**config.mk**
```make
export PLATFORM = sky130hd
export DESIGN_NAME = stm1_framer
export DESIGN_NICKNAME = d
export VERILOG_FILES = /design/src/rtl/stm1_framer.sv
export SDC_FILE = /design/constraint.sdc
export NUM_CORES = 1
export LEC_CHECK = 0
export CORE_UTILIZATION = 47
export CTS_CLUSTER_DIAMETER = 40
export DETAILED_ROUTE_END_ITERATION = 10
export PLACE_DENSITY = 0.75
export SKIP_LAST_GASP = 1
export SYNTH_ARGS = -nofsm -noshare
export SYNTH_HDL_FRONTEND = slang
export SYNTH_SLANG_ARGS = --single-unit
```
**constraint.sdc**
```tcl
create_clock -name clk -period 2.01 [get_ports clk]
set_clock_uncertainty 0.15 [all_clocks]
set_input_delay 0.603 -clock clk [delete_from_list [all_inputs] [get_ports clk]]
set_output_delay 0.603 -clock clk [all_outputs]
set_load 0.01 [all_outputs]
```
**src/rtl/stm1_framer.sv**
```systemverilog
`default_nettype none
// =============================================================================
// Module      : stm1_framer
// Description : Builds an STM-1 byte stream from a row-major VC4 payload by
//               inserting section-overhead columns. Optional macro
//               STM1_BIP8_EN places a frame BIP-8 at row 1 column 0.
// Revision    : 1.0 - initial release
// =============================================================================
module stm1_framer #(
    parameter int STM1_LENGTH = 270,
    parameter int STM1_WIDTH  = 9,
    parameter int OH_COLS     = 9
) (
    input  logic        clk,
    input  logic        rst_n,
    input  logic [7:0]  in_data,
    input  logic        in_valid,
    output logic        in_ready,
    output logic [7:0]  out_data,
    output logic        out_valid,
    input  logic        out_ready,
    output logic        out_sof,
    output logic        out_sor,
    output logic [15:0] frame_cnt
);

    localparam int COL_W = $clog2(STM1_LENGTH);
    localparam int ROW_W = $clog2(STM1_WIDTH);
    localparam logic [COL_W-1:0] COL_LAST = COL_W'(STM1_LENGTH - 1);
    localparam logic [COL_W-1:0] OH_LAST  = COL_W'(OH_COLS - 1);
    localparam logic [ROW_W-1:0] ROW_LAST = ROW_W'(STM1_WIDTH - 1);

    typedef enum logic [1:0] {
        ST_IDLE    = 2'd0,
        ST_OH      = 2'd1,
        ST_PAYLOAD = 2'd2
    } state_t;

    state_t           state_q, state_d;
    logic [ROW_W-1:0] row_q, row_d;
    logic [COL_W-1:0] col_q, col_d;
    logic [7:0]       data_q, data_d;
    logic             valid_q, valid_d;
    logic             sof_q, sof_d;
    logic             sor_q, sor_d;
    logic [15:0]      frame_cnt_q, frame_cnt_d;

    logic             load_slot;
    logic             load;
    logic [7:0]       load_byte;
    logic [7:0]       oh_byte;

`ifdef STM1_BIP8_EN
    logic [7:0]       bip_acc_q, bip_acc_d;
    logic [7:0]       bip_prev_q, bip_prev_d;
`endif

    assign load_slot = !valid_q || out_ready;

    always_comb begin
        oh_byte = 8'h20;
        case (col_q)
            COL_W'(0): oh_byte = 8'h50;
            COL_W'(1): oh_byte = 8'h41;
            COL_W'(2): oh_byte = 8'h52;
            COL_W'(3): oh_byte = 8'h4D;
            COL_W'(4): oh_byte = 8'h41;
            COL_W'(5): oh_byte = 8'h4E;
            default:   oh_byte = 8'h20;
        endcase
`ifdef STM1_BIP8_EN
        if (row_q == ROW_W'(1) && col_q == COL_W'(0)) begin
            oh_byte = bip_prev_q;
        end
`endif
    end

    always_comb begin
        state_d     = state_q;
        row_d       = row_q;
        col_d       = col_q;
        data_d      = data_q;
        valid_d     = valid_q;
        sof_d       = sof_q;
        sor_d       = sor_q;
        frame_cnt_d = frame_cnt_q;
        in_ready    = 1'b0;
        load        = 1'b0;
        load_byte   = 8'h00;
`ifdef STM1_BIP8_EN
        bip_acc_d   = bip_acc_q;
        bip_prev_d  = bip_prev_q;
`endif

        case (state_q)
            ST_IDLE: begin
                if (in_valid) begin
                    state_d = ST_OH;
                    row_d   = '0;
                    col_d   = '0;
                end
            end
            ST_OH: begin
                if (load_slot) begin
                    load      = 1'b1;
                    load_byte = oh_byte;
                end
            end
            ST_PAYLOAD: begin
                in_ready = load_slot;
                if (load_slot) begin
                    if (in_valid) begin
                        load      = 1'b1;
                        load_byte = in_data;
                    end else begin
                        // Underflow: drop valid, counters wait for input.
                        valid_d = 1'b0;
                    end
                end
            end
            default: state_d = ST_IDLE;
        endcase

        if (load) begin
            data_d  = load_byte;
            valid_d = 1'b1;
            sof_d   = (row_q == '0) && (col_q == '0);
            sor_d   = (col_q == '0);
`ifdef STM1_BIP8_EN
            bip_acc_d = bip_acc_q ^ load_byte;
`endif
            if (col_q == COL_LAST) begin
                col_d   = '0;
                state_d = ST_OH;
                if (row_q == ROW_LAST) begin
                    row_d       = '0;
                    frame_cnt_d = frame_cnt_q + 16'd1;
`ifdef STM1_BIP8_EN
                    bip_prev_d = bip_acc_q ^ load_byte;
                    bip_acc_d  = 8'h00;
`endif
                end else begin
                    row_d = row_q + ROW_W'(1);
                end
            end else begin
                col_d = col_q + COL_W'(1);
                if (col_q == OH_LAST) begin
                    state_d = ST_PAYLOAD;
                end
            end
        end
    end

    always_ff @(posedge clk or negedge rst_n) begin
        if (!rst_n) begin
            state_q     <= ST_IDLE;
            row_q       <= '0;
            col_q       <= '0;
            data_q      <= 8'h00;
            valid_q     <= 1'b0;
            sof_q       <= 1'b0;
            sor_q       <= 1'b0;
            frame_cnt_q <= 16'h0000;
        end else begin
            state_q     <= state_d;
            row_q       <= row_d;
            col_q       <= col_d;
            data_q      <= data_d;
            valid_q     <= valid_d;
            sof_q       <= sof_d;
            sor_q       <= sor_d;
            frame_cnt_q <= frame_cnt_d;
        end
    end

`ifdef STM1_BIP8_EN
    always_ff @(posedge clk or negedge rst_n) begin
        if (!rst_n) begin
            bip_acc_q  <= 8'h00;
            bip_prev_q <= 8'h00;
        end else begin
            bip_acc_q  <= bip_acc_d;
            bip_prev_q <= bip_prev_d;
        end
    end
`endif

    assign out_data  = data_q;
    assign out_valid = valid_q;
    assign out_sof   = sof_q;
    assign out_sor   = sor_q;
    assign frame_cnt = frame_cnt_q;

endmodule

`default_nettype wire

```
==> metrics.csv <==
metric,value,unit
startpoint_type,primary input,
clock-sinks,42,
grtUsageMet2,40.36,%
netlist_area,2293,µm²
max_freq,0.5063,GHz
fillers,333,
setup_viol,0,
multiInputGateArea,1320,µm²
pwr-share-seq,35.2,%
row_count,25,
peakVddDrop,0.7491,mV
die-area,5163,µm²
whs,0.2228,ns
synth-seq-area-share,45.83,%
ys_types,52,
async_reset_ff_share,100.0,%
grt_antenna_before_repair,0,
power_frac_comb,45.6,%
powerDensity,876.4,nW/µm²
grt_max_degree,43,
hold_violations,0,
clockBufferDepth,2,
placed_cells,369,
period_minus_slack,1.975,ns
syn-num-nets,251,
layout.cells.non_filler,396,
register_area,1054,µm²
tightest_slew,0.5377,ns
cts_buffers,5,
grt_pass1_vias,2110,
chipWidth,71.86,µm
drv_slew,0,
synth-edff-count,0,
ys_warn_count,0,
hpwl,3910,µm
clkTransAtPathRegs,0.08,ns
place.gp.congestion,0.9143,
firstDrtPassIters,4,
portBuffers,39,
syn_area_per_cell,10.02,µm²
grt_usage,23.00,%
place_ws,-0.6271,ns
grt_use_met3,4.923,%
p_switching,1.028,mW
placed_cell_area,3043,µm²
fin_ws,0.03499,ns
finalPower,3.009,mW
finalInstanceArea,3433,µm²
critPathMaxFanout,2,
routedWlPerCell,14.40,µm
clk_latency,0.30,ns
antenna_cells,0,
final_core_util,72.69,%
cts_tree,built,
power.internal,1.981,mW
critPathArrivalTime,1.22,ns
die_y,71.86,µm
postRouteWirelength,5704,µm
nets,350,
cp.required,1.26,ns
drcViolationCount,0,
gr-total-overflow,0,
ctsHoldBuffers,0,
ys_ff_latch,42,
num_vias,2142,
maxCapViolCount,0,
max_slew_margin,64.15,%
grt_use_met1,27.37,%
cts-root-buf,clkbuf_8,
core,4723,µm²
end_kind,output pin,
synth-main-ff-cell,dfrtp_1,
io-pin-count,40,
synthToLayoutAreaGrowth,49.70,%
drive_above_1_share,31.31,%
grt_first_pass_wirelength,9287,µm
period_share,98.26,%
start_util,48.56,%
syn_inst,229,
min_path_type,in2async,
cts_max_level,2,
drt_iter0_drc,93,
leakage,1.604,nW
criticalPathCategory,in2out,
netSwitchingFraction,34.15,%
rsz0062_at_grt,true,
pwr-share-clk,19.2,%
outcome,finished clean,
grt-busiest-layer,met2,
tns,0,ns
drt-vias-per-instance,5.409,
ant_nets,0,
==> per-layer routing <==
| layer | vias to the layer above | part of all wire [%] |
|---|---|---|
| li1 | 1035 | - |
| met1 | 1033 | 42 |
| met2 | 60 | 50 |
| met3 | 14 | 4.9 |
| met4 | 0 | 2.6 |
| met5 | - | 0 |
==> power by group through the flow <==
stage / Clock, mW / Sequential (mW) / Combinational, mW
2_1_floorplan: 0 / 1.12 / 0.584
3_3_place_gp: 0 / 1.07 / 1.22
3_5_place_dp: 0 / 1.07 / 1.24
4_1_cts: 0.590 / 1.06 / 1.30
5_1_grt: 0.624 / 1.08 / 1.50
6_report: 0.578 / 1.06 / 1.37
==> repair_timing <==
action | 4_1_cts | 5_1_grt
resized for setup | 19 | 29
gates cloned | 2 | 0
buffers inserted | 9 | 8
pin swaps | 2 | 12
endpoints found under the setup margin | 39 | 34
==> final timing paths <==
| check | slack (ns) | depth (start not counted) | start | end |
|---|---|---|---|---|
| worst max-delay path | 0.03 | 4 | out_ready | in_ready |
| worst min-delay path | 0.22 | 2 | rst_n | frame_cnt[5] |
| worst max register to register | 0.06 | 6 | state_q[1] | col_q[6] |
| min in group clk | 0.32 | 1 | frame_cnt[15] | frame_cnt[15] |
| worst min register to register | 0.32 | 1 | frame_cnt[15] | frame_cnt[15] |
| max in group asynchronous | 1.09 | 2 | rst_n | out_valid |
==> cells by family after synthesis <==
group / share of synthesized area, %
AND/OR/NAND/NOR: 23.08
AO/OA/AOI/OAI: 14.29
flip-flops: 45.83
buffers and inverters: 3.819
XOR/XNOR: 6.110
adder cells (fa/ha/maj): 5.456
multiplexers: 1.418
==> Yosys cell counts (all sizes together), types with 3 or more instances <==
cell type	number	area share (%)
a211o	3	1.1
a21o	3	0.98
a21oi	12	2.6
a22o	4	1.6
and2	4	1.1
and3	9	2.5
buf	5	1.7
clkbuf	3	0.49
dfrtp	42	46
ha	10	5.5
inv	10	1.6
nand2	16	2.6
nand2b	4	1.1
nand3	10	2.2
nand4	11	3.0
nor2	17	3.1
nor3	7	1.5
nor4	7	2.8
o211ai	3	0.98
o21ai	5	1.1
o31ai	4	1.3
xnor2	15	5.7
==> critical path, stage by stage <==
cell	delay, ns
clkdlybuf4s15_1	0.19
nand2b_4	0.15
and2_4	0.16
buf_6	0.11
==> registers in the layout, summed over array words and instances, names as in the netlist <==
| name | count |
|---|---|
| frame_cnt | 16 |
| col_q | 9 |
| out_data | 8 |
| row_q | 4 |
| state_q | 2 |
| out_sof | 1 |
| out_sor | 1 |
| out_valid | 1 |
==> layout make-up <==
cell class / instances / area share [%]
Multi-Input combinational cell: 171 / 38.45
Sequential cell: 42 / 30.69
Clock buffer: 6 / 2.405
Clock inverter: 2 / 0.3644
Inverter: 10 / 1.093
Timing Repair Buffer: 98 / 24.56
Tap cell: 67 / 2.442
==> layout by cell type, fill, tap and decap left out, types with 9 or more instances in the layout <==
master,n
a21oi_1,11
and3_1,9
buf_4,57
clkdlybuf4s50_1,29
dfrtp_1,40
nand2_1,16
nand3_1,10
nand4_1,11
nor2_1,15
xnor2_1,15
Note: power is estimated with default switching activity, not from simulation.
